### config.mk
export PLATFORM = sky130hd
export DESIGN_NAME = fnd_controller_flat
export DESIGN_NICKNAME = d
export VERILOG_FILES = /design/src/rtl/fnd_pkg.sv /design/src/rtl/fnd_if.sv /design/src/rtl/fnd_seg_decoder.sv /design/src/rtl/fnd_controller.sv /design/src/flat_wrapper.sv
export SDC_FILE = /design/constraint.sdc
export NUM_CORES = 1
export LEC_CHECK = 0
export CAP_MARGIN = 25
export CORE_MARGIN = 8
export CORE_UTILIZATION = 48
export DETAILED_ROUTE_END_ITERATION = 10
export GPL_TIMING_DRIVEN = 0
export PLACE_DENSITY = 0.71
export SLEW_MARGIN = 40
export SYNTH_ARGS = -nofsm -noshare
export SYNTH_HDL_FRONTEND = slang
export SYNTH_SLANG_ARGS = --single-unit
### constraint.sdc
create_clock -name clk -period 11 [get_ports clk]
set_input_delay 2.2 -clock clk [delete_from_list [all_inputs] [get_ports clk]]
set_output_delay 2.2 -clock clk [all_outputs]
set_load 0.03 [all_outputs]
### src/rtl/fnd_pkg.sv
// Shared constants and types for the 4-digit FND display controller.
//   Segment patterns are active-low, bit order {dp,g,f,e,d,c,b,a}.
//   Digit enables are active-low, bit0 = rightmost digit.
package fnd_pkg;

  localparam int unsigned COM_W  = 4;
  localparam int unsigned SEG_W  = 8;
  localparam int unsigned LOW_W  = 7;
  localparam int unsigned HIGH_W = 6;
  localparam int unsigned BCD_W  = 4;
  localparam int unsigned SEL_W  = 2;

  localparam logic [SEG_W-1:0] SEG_0     = 8'hC0;
  localparam logic [SEG_W-1:0] SEG_1     = 8'hF9;
  localparam logic [SEG_W-1:0] SEG_2     = 8'hA4;
  localparam logic [SEG_W-1:0] SEG_3     = 8'hB0;
  localparam logic [SEG_W-1:0] SEG_4     = 8'h99;
  localparam logic [SEG_W-1:0] SEG_5     = 8'h92;
  localparam logic [SEG_W-1:0] SEG_6     = 8'h82;
  localparam logic [SEG_W-1:0] SEG_7     = 8'hF8;
  localparam logic [SEG_W-1:0] SEG_8     = 8'h80;
  localparam logic [SEG_W-1:0] SEG_9     = 8'h90;
  localparam logic [SEG_W-1:0] SEG_DASH  = 8'hBF;
  localparam logic [SEG_W-1:0] SEG_BLANK = 8'hFF;
  localparam logic [SEG_W-1:0] DP_MASK   = 8'h7F;

  localparam logic [COM_W-1:0] COM_OFF = 4'hF;

  // Digit slot currently being driven; DIG_0 is the rightmost digit.
  typedef enum logic [SEL_W-1:0] {
    DIG_0 = 2'd0,
    DIG_1 = 2'd1,
    DIG_2 = 2'd2,
    DIG_3 = 2'd3
  } digit_sel_e;

  // Registered display drive: digit enables and segment pattern move together.
  typedef struct packed {
    logic [COM_W-1:0] com;
    logic [SEG_W-1:0] data;
  } fnd_drive_t;

  // BCD to active-low segment pattern; non-decimal codes stay dark.
  function automatic logic [SEG_W-1:0] seg_of(input logic [BCD_W-1:0] bcd);
    logic [SEG_W-1:0] seg;
    seg = SEG_BLANK;
    case (bcd)
      4'd0: seg = SEG_0;
      4'd1: seg = SEG_1;
      4'd2: seg = SEG_2;
      4'd3: seg = SEG_3;
      4'd4: seg = SEG_4;
      4'd5: seg = SEG_5;
      4'd6: seg = SEG_6;
      4'd7: seg = SEG_7;
      4'd8: seg = SEG_8;
      4'd9: seg = SEG_9;
      default: seg = SEG_BLANK;
    endcase
    return seg;
  endfunction

endpackage

### src/rtl/fnd_if.sv
// Bundle between the stopwatch datapath and the FND controller.
//   option     : 0 = sec:msec, 1 = hour:min
//   low_digit  : right-hand value, 0..99 valid
//   high_digit : left-hand value, 0..59 valid
//   fnd_com    : active-low digit enables
//   fnd_data   : active-low segments {dp,g,f,e,d,c,b,a}
interface fnd_if;
  import fnd_pkg::*;

  logic              option;
  logic [LOW_W-1:0]  low_digit;
  logic [HIGH_W-1:0] high_digit;
  logic [COM_W-1:0]  fnd_com;
  logic [SEG_W-1:0]  fnd_data;

  // Datapath side: supplies the values, observes the pins.
  modport master (
    output option, low_digit, high_digit,
    input  fnd_com, fnd_data
  );

  // Controller side.
  modport slave (
    input  option, low_digit, high_digit,
    output fnd_com, fnd_data
  );

endinterface

### src/rtl/fnd_seg_decoder.sv
// Combinational segment decoder for one FND digit.
//   bcd     : decimal digit 0..9
//   dp_en   : light the decimal point (clears bit7)
//   dash_en : show a dash instead of the digit (dash wins over dp)
//   seg_c   : active-low pattern {dp,g,f,e,d,c,b,a}
module fnd_seg_decoder
  import fnd_pkg::*;
(
  input  logic [BCD_W-1:0] bcd,
  input  logic             dp_en,
  input  logic             dash_en,
  output logic [SEG_W-1:0] seg_c
);

  always_comb begin
    seg_c = seg_of(bcd);
    if (dash_en) begin
      seg_c = SEG_DASH;
    end else if (dp_en) begin
      seg_c = seg_c & DP_MASK;
    end
  end

endmodule

### src/rtl/fnd_controller.sv
// Time-multiplexed 4-digit common-anode FND driver for the stopwatch.
//   clk : system clock
//   rst : synchronous active-high reset
//   bus : fnd_if.slave -- option, low_digit, high_digit in; fnd_com, fnd_data out
// Digits right to left: low%10, low/10, high%10, high/10. The dp on digit 2
// separates the two fields and blinks from the msec value in sec:msec mode.
module fnd_controller
  import fnd_pkg::*;
#(
  parameter int unsigned SCAN_COUNT    = 100_000,
  parameter int unsigned DOT_THRESHOLD = 50
) (
  input  logic  clk,
  input  logic  rst,
  fnd_if.slave  bus
);

  localparam int unsigned CNT_W = (SCAN_COUNT > 1) ? $clog2(SCAN_COUNT) : 1;
  localparam logic [CNT_W-1:0] CNT_LAST = CNT_W'(SCAN_COUNT - 1);

  logic [CNT_W-1:0] scan_cnt;
  logic             scan_tick;
  digit_sel_e       digit_sel;
  fnd_drive_t       drive_q;
  fnd_drive_t       drive_nxt_c;

  logic             scan_last_c;
  logic [BCD_W-1:0] low_ones_c;
  logic [BCD_W-1:0] low_tens_c;
  logic [BCD_W-1:0] high_ones_c;
  logic [BCD_W-1:0] high_tens_c;
  logic             low_bad_c;
  logic             high_bad_c;
  logic             dot_on_c;
  logic [BCD_W-1:0] bcd_c;
  logic             dp_en_c;
  logic             dash_en_c;
  logic [SEG_W-1:0] seg_c;

  assign scan_last_c = (scan_cnt == CNT_LAST);

  // Field split and range flags; out-of-range fields are dashed, never clamped.
  always_comb begin
    low_ones_c  = BCD_W'(bus.low_digit % LOW_W'(10));
    low_tens_c  = BCD_W'(bus.low_digit / LOW_W'(10));
    high_ones_c = BCD_W'(bus.high_digit % HIGH_W'(10));
    high_tens_c = BCD_W'(bus.high_digit / HIGH_W'(10));
    low_bad_c   = (bus.low_digit > LOW_W'(99));
    high_bad_c  = (bus.high_digit > HIGH_W'(59));
    dot_on_c    = bus.option || (32'(bus.low_digit) < DOT_THRESHOLD);
  end

  // Per-slot digit selection and matching active-low enable.
  always_comb begin
    bcd_c           = '0;
    dp_en_c         = 1'b0;
    dash_en_c       = 1'b0;
    drive_nxt_c.com = COM_OFF;
    case (digit_sel)
      DIG_0: begin
        bcd_c           = low_ones_c;
        dash_en_c       = low_bad_c;
        drive_nxt_c.com = 4'b1110;
      end
      DIG_1: begin
        bcd_c           = low_tens_c;
        dash_en_c       = low_bad_c;
        drive_nxt_c.com = 4'b1101;
      end
      DIG_2: begin
        bcd_c           = high_ones_c;
        dash_en_c       = high_bad_c;
        dp_en_c         = dot_on_c;
        drive_nxt_c.com = 4'b1011;
      end
      DIG_3: begin
        bcd_c           = high_tens_c;
        dash_en_c       = high_bad_c;
        drive_nxt_c.com = 4'b0111;
      end
      default: begin
        drive_nxt_c.com = COM_OFF;
      end
    endcase
    drive_nxt_c.data = seg_c;
  end

  fnd_seg_decoder u_seg_decoder (
    .bcd     (bcd_c),
    .dp_en   (dp_en_c),
    .dash_en (dash_en_c),
    .seg_c   (seg_c)
  );

  // Scan timing and output registers. scan_tick is registered, so digit_sel
  // advances one cycle after the count wraps; since the outputs already show
  // digit 0 from the first edge out of reset, that first slot is one cycle
  // longer than the steady-state slots.
  always_ff @(posedge clk) begin
    if (rst) begin
      scan_cnt  <= '0;
      scan_tick <= 1'b0;
      digit_sel <= DIG_0;
      drive_q   <= '{com: COM_OFF, data: SEG_BLANK};
    end else begin
      scan_cnt  <= scan_last_c ? '0 : scan_cnt + CNT_W'(1);
      scan_tick <= scan_last_c;
      if (scan_tick) begin
        digit_sel <= digit_sel_e'(SEL_W'(digit_sel) + SEL_W'(1));
      end
      drive_q   <= drive_nxt_c;
    end
  end

  assign bus.fnd_com  = drive_q.com;
  assign bus.fnd_data = drive_q.data;

endmodule

### src/flat_wrapper.sv
// flat-port wrapper written by rule: the top's interface ports become plain ports
module fnd_controller_flat import fnd_pkg::*;
#(
  parameter int unsigned SCAN_COUNT    = 100_000,
  parameter int unsigned DOT_THRESHOLD = 50
)
  (clk, rst, bus_option, bus_low_digit, bus_high_digit, bus_fnd_com, bus_fnd_data);
  fnd_if bus_i ();
  input  logic clk;
  input  logic rst;
  input wire logic [$bits(bus_i.option)-1:0] bus_option;
  input wire logic [$bits(bus_i.low_digit)-1:0] bus_low_digit;
  input wire logic [$bits(bus_i.high_digit)-1:0] bus_high_digit;
  output wire logic [$bits(bus_i.fnd_com)-1:0] bus_fnd_com;
  output wire logic [$bits(bus_i.fnd_data)-1:0] bus_fnd_data;
  assign bus_i.option = bus_option;
  assign bus_i.low_digit = bus_low_digit;
  assign bus_i.high_digit = bus_high_digit;
  assign bus_fnd_com = bus_i.fnd_com;
  assign bus_fnd_data = bus_i.fnd_data;
  fnd_controller #(.SCAN_COUNT(SCAN_COUNT), .DOT_THRESHOLD(DOT_THRESHOLD)) u_core (.clk(clk), .rst(rst), .bus(bus_i));
endmodule
==> out/qor.yml, run 1 <==
syn_to_final_growth_pct: 21.0
final_cell_area_um2: 2620
syn_avg_cell_area_um2: 8.43
layout_common_cells: "32 x dfxtp_1, 31 x nor2_1, 27 x clkdlybuf4s50_1, 25 x nand2_1, 13 x ha_1"
cp_top_family: "compound AO/OA/AOI/OAI gates"
htreeDepth: 2
numPortBuffers: 27
hold_viol: 0
core_um2: 4350
cp-end-kind: "flip-flop"
critPathLaunchType: "input port"
period_needed_ps: 6000
track_usage: 0.142
synth_nets: 286
via_per_inst: 5.69
layout-drive-gt1-share: 0.103
n_antenna_cell: 0
first_pass_iters: 5
synth_compound_gate_area_share: 0.221
critPathBufInv: 2
rsz0062_at_grt: "no"
fin_crit_sh: 0.546
slowest_stage: "clkdlybuf4s50_1"
dpl_cell_area_um2: 2510
worst-r2r-setup-slack_ps: 6570
ys_types: 65
ys_async_sr_fraction: 0
max_stage_delay_ps: 620
postCtsSetupBuffers: 0
vias: 1956
cts_buffers: 5
p_per_area_nw_per_um2: 118
grt_pass1_vias: 1881
max_slew_margin: 0.561
fin_worst_skew_ps: 7.94
synth_fa_ha_area_frac: 0.0751
synth_edf_count: 0
post_cts_resized: 0
synth-seq-cells: 32
cp_cell_sequence: "clkdlybuf4s50_1 > and3b_1 > o41ai_2 > mux2_4 > a21oi_1 > o22a_1 > ha_1 > o221ai_1 > mux2_4 > o211ai_1 > mux2i_1 > or2_1 > buf_2 > ha_1 > nor3b_1 > o31ai_1"
clockBufferDepth: 2
cts_hold_buf: 0
root_buffer: "clkbuf_8"
rows: 24
synth_top_family_by_area: "simple AND/OR/NAND/NOR gates"
clkLatencyLatePin_ps: 280
cap_violations: 0
drc: 0
ys.flop_type: "dfxtp_1"
power_leakage_nw: 1.00
crit_arrival_ps: 6140
setup_viol: 0
netlist_instances: 257
grt_max_degree: 11
synth-xor-area-share: 0.0607
crit_cells: 16
synth-simple-area-share: 0.252
die_area_um2: 6920
layout_commonest_cell: "dfxtp_1"
ios: 28
wl_um: 4810
wl_per_cell_um: 14.0
syn-cell-area_um2: 2170
clkSinkCount: 32
fmax_ghz: 0.167
crit_path_max_fanout: 10
status: "complete, no violations"
die_h_um: 83.2
cts_tree: "yes"
setup_tns_ps: 0
drtIter0Drc: 139
hold_depth: 1
antenna_left: 0
final_net_count: 320
worstMarginPinSlew_ps: 655
hold_slack_ps: 461
grt_remaining_overflow: 0
start_util: 0.497
required_ps: 11140
slew_violations: 0
gp_congestion: 0.907
post-dp-hpwl_um: 3620
worstSetupPathType: "in -> reg"
synthMuxAreaShare: 0.0566
antenna_found_initial: 0
ir_drop_mv: 0.0713
die_w_um: 83.2
hold_path.class: "reg -> reg"
yosysSeqAreaShare: 0.296
grt_pass1_wl_um: 8530
ys_warn_count: 0
clk_pin_slew_worst_paths_ps: 70
timing.reg2reg.worst_path_depth: 18
-- stage by stage --
stage / cells / util / power (mW) / setup WS, ps
finish: 344 / 0.602 / 0.310 / 5000
global route: 344 / 0.602 / 0.326 / 4750
CTS: 344 / 0.602 / 0.314 / 5050
detailed placement: 336 / 0.577 / 0.203 / 4790
global placement: 336 / 0.574 / 0.202 / 4800
floorplan: 257 / - / 0.178 / 5620
-- routing by layer --
metal	GRT usage	wire length, µm	up-vias
li1	-	-	1000
met5	0	0	-
met3	0.0322	173	7
met2	0.228	2200	41
met1	0.179	2360	908
met4	0.0559	76	0
-- worst paths after layout --
path                       start                endpoint
max             bus_low_digit[4]  u_core.bus.fnd_data[0]
min           u_core.scan_cnt[0]      u_core.scan_cnt[0]
max reg2reg  u_core.digit_sel[0]  u_core.bus.fnd_data[0]
min reg2reg   u_core.scan_cnt[0]      u_core.scan_cnt[0]
-- final cells by class --
class	count	area, µm²
plain buffers	9	41.3
clock buffers	6	72.6
clock inverters	2	35.0
fillers	389	1730
inverters	11	41.3
multi-input cells	205	1450
flip-flops and latches	32	641
well taps	52	65.1
repair buffers	27	270
-- sequential cells by signal (all words and copies together), names as in the netlist --
| register | flops |
|---|---|
| u_core.bus.fnd_data | 8 |
| u_core.scan_cnt | 17 |
| u_core.bus.fnd_com | 4 |
| u_core.scan_tick | 1 |
| u_core.digit_sel | 2 |
-- Yosys cell counts (all sizes together), types with 5 or more instances --
cell type | count | share of area
buf | 7 | 0.016
nor2b | 8 | 0.023
a21oi | 10 | 0.023
xor2 | 7 | 0.028
mux2i | 7 | 0.032
xnor2 | 8 | 0.032
and2 | 5 | 0.014
ha | 13 | 0.075
nor2 | 31 | 0.054
inv | 10 | 0.017
o21ai | 7 | 0.016
nand2 | 25 | 0.043
nor3 | 8 | 0.018
dfxtp | 32 | 0.30
nand3 | 7 | 0.016
-- cells by family (layout without fill, tap and decap cells) --
group / count (synthesis) / after routing
XOR/XNOR: 15 / 15
adder cells (fa/ha/maj): 13 / 13
AO/OA/AOI/OAI: 57 / 57
multiplexers: 11 / 11
flip-flops: 32 / 32
AND/OR/NAND/NOR: 109 / 109
buffers and inverters: 20 / 55
-- power breakdown --
group	internal [mW]	switching, mW
clock network	0.0671	0.0415
registers	0.121	0.00185
logic	0.0343	0.0443
total	0.222	0.0876
-- worst reg2reg max path, cell delays in order, from the launching register on --
cell      delay (ps)
dfxtp_1          460
inv_1            120
ha_1             210
buf_2            170
buf_2            210
o41ai_2          420
mux2_4           400
a21oi_1          140
o22a_1           140
ha_1             240
o221ai_1         180
mux2_4           310
o211ai_1         170
mux2i_1           90
or2_1            220
buf_2            180
ha_1             190
nor3b_1          330
o31ai_1          120
(Power assumes the default switching activity.)
==> run 2: changes to the inputs <==
- PLACE_DENSITY: 0.71 -> 0.74
- clock period: 11 -> 4.9 ns (I/O delays scaled with it)
==> out/qor.yml, run 2 (same netlist as run 1, synthesis figures left out) <==
cap_violations: 0  # unchanged
rsz0062_at_grt: "no"
period_needed_ps: 4620
wl_met3_um: 189  # +9.2%
critPathLaunchType: "input port"
final_cell_area_um2: 2610  # -0.33%
slowest_stage: "clkdlybuf4s50_1"
gp_congestion: 0.877  # -3.2%
layout_common_cells: "32 x dfxtp_1, 31 x nor2_1, 26 x clkdlybuf4s50_1, 25 x nand2_1, 12 x ha_1"
multi_input_area_um2: 1460  # +0.43%
vias: 1932  # -1.2%
postCtsSetupBuffers: 0  # unchanged
p_per_area_nw_per_um2: 250  # +110%
wl_per_cell_um: 14.1  # +0.67%
met1_length_um: 2320  # -1.7%
grt_max_degree: 11  # unchanged
timing.final.ws_setup_ps: 283  # -4710 ps
crit_path_max_fanout: 10  # unchanged
ir_drop_mv: 0.126  # +77%
p_clk_frac: 0.308  # -0.042
cp-end-kind: "flip-flop"
clkSinkCount: 32  # unchanged
dp_cells: 336  # unchanged
slew_violations: 0  # unchanged
critPathBufInv: 2  # unchanged
setup_tns_ps: 0  # unchanged
worstSetupPathType: "in -> reg"
cts_hold_buf: 0  # unchanged
antenna_found_initial: 0  # unchanged
final_net_count: 320  # unchanged
htreeDepth: 2  # unchanged
cts_buffers: 5  # unchanged
clockBufferDepth: 2  # unchanged
track_usage: 0.142  # about the same
hold_slack_ps: 461  # +0.748 ps
cp_top_family: "compound AO/OA/AOI/OAI gates"
syn_to_final_growth_pct: 20.6
wl_um: 4840  # +0.67%
post-dp-hpwl_um: 3680  # +1.7%
required_ps: 5030  # -6110 ps
fin_worst_skew_ps: 5.81  # -2.12 ps
power_frac_seq: 0.422  # +0.026
via_per_inst: 5.62  # -1.2%
largest_register: "u_core.scan_cnt"
die_w_um: 83.2  # unchanged
layout_commonest_cell: "dfxtp_1"
post-route-util: 0.600  # -0.00201
pre_cts_slack_ps: -74.2  # -4860 ps
dpl_cell_area_um2: 2510  # unchanged
switching_share: 0.291  # +0.00839
largest_reg_flops: 17  # unchanged
grt_pass1_vias: 1980  # +5.3%
antenna_left: 0  # unchanged
hold_viol: 0  # unchanged
die_h_um: 83.2  # unchanged
fin_crit_sh: 0.942
p_switching_mw: 0.190  # +120%
top_layer_used: "met4"
crit_arrival_ps: 4740  # -1400 ps
grt_pass1_wl_um: 8590  # +0.73%
setup_viol: 0  # unchanged
clkLatencyLatePin_ps: 280  # about the same
root_buffer: "clkbuf_8"
p_int_mw: 0.464  # +110%
power_leakage_nw: 1.00  # -0.15%
drtIter0Drc: 112  # -19%
cts_tree: "yes"
rows: 24  # unchanged
first_pass_iters: 4  # -1
clk_pin_slew_worst_paths_ps: 60  # about the same
post_cts_resized: 0  # unchanged
critical-path-top-cell-by-count: "mux2_4"
core_um2: 4350  # unchanged
layout-drive-gt1-share: 0.106  # +0.00342
cp_cell_sequence: "clkdlybuf4s50_1 > and3b_1 > o41ai_2 > mux2_4 > a21oi_1 > o22a_1 > ha_2 > o221ai_1 > mux2_4 > o211ai_1 > mux2i_1 > or2_1 > buf_2 > ha_1 > nor3b_1 > o31ai_1"
status: "complete, no violations"
drc: 0  # unchanged
ios: 28  # unchanged
numPortBuffers: 27  # unchanged
filler_cell_count: 371  # -4.6%
start_util: 0.497  # unchanged
fin_cells: 344  # unchanged
max_slew_margin: 0.561  # about the same
n_antenna_cell: 0  # unchanged
max_stage_delay_ps: 540  # -80 ps
p_comb_frac: 0.270  # +0.017
grt_remaining_overflow: 0  # unchanged
met2_length_um: 2290  # +4.1%
hold_path.class: "reg -> reg"
fmax_ghz: 0.217
worstMarginPinSlew_ps: 656  # +0.679 ps
die_area_um2: 6920  # unchanged
register_area_um2: 641  # unchanged
totalPowerFinal_mw: 0.654  # +110%
-- run 2: cell count changes in the layout (fill, tap and decap cells not counted) --
| cell | previous run | this run |
|---|---|---|
| ha_1 | 13 | 12 |
| clkdlybuf4s50_1 | 27 | 26 |
| clkinv_2 | 1 | 0 |
| a21oi_2 | 0 | 1 |
| ha_2 | 0 | 1 |
| clkbuf_1 | 3 | 4 |
| a21oi_1 | 10 | 9 |
| bufinv_16 | 1 | 0 |
| clkbuf_8 | 5 | 6 |
| dlymetal6s2s_1 | 0 | 1 |
-- run 2: worst reg2reg max path, cell delays in order (launching register included) --
cell and delay [ps]:
dfxtp_1 450, inv_1 130, ha_1 210, buf_2 170, buf_2 210, o41ai_2 410
mux2_4 390, a21oi_1 140, o22a_1 160, ha_2 220, o221ai_1 160, mux2_4 300
o211ai_1 160, mux2i_1 80, or2_1 210, buf_2 170, ha_1 190, nor3b_1 280
o31ai_1 120
-- run 2: metal layers --
layer	up-vias	track usage
li1	1003	-
met1	888	0.165
met2	36	0.250
met3	5	0.0361
met4	0	0.0399
met5	-	0
-- run 2: layout make-up --
cell class / count / share of cell area
Multi-Input combinational cell: 205 / 0.559
Sequential cell: 32 / 0.245
Timing Repair Buffer: 27 / 0.104
Clock buffer: 8 / 0.0345
Tap cell: 52 / 0.0249
Buffer: 9 / 0.0158
Inverter: 11 / 0.0158
-- run 2: power groups by stage --
| stage | registers, mW | clock network (mW) | logic (mW) |
|---|---|---|---|
| after global routing | 0.277 | 0.219 | 0.195 |
| after CTS | 0.276 | 0.208 | 0.176 |
| after floorplan | 0.300 | 0 | 0.0991 |
| after detailed placement | 0.282 | 0 | 0.175 |
| after global placement | 0.281 | 0 | 0.173 |
| final | 0.276 | 0.201 | 0.176 |
-- run 2: path summary, 6_finish.rpt --
check	start	endpoint	slack [ps]	cells after the start
worst max-delay path	bus_low_digit[6]	u_core.bus.fnd_data[0]	280	16
worst min-delay path	u_core.scan_cnt[0]	u_core.scan_cnt[0]	460	1
worst max register to register	u_core.digit_sel[0]	u_core.bus.fnd_data[0]	580	18
worst min register to register	u_core.scan_cnt[0]	u_core.scan_cnt[0]	460	1
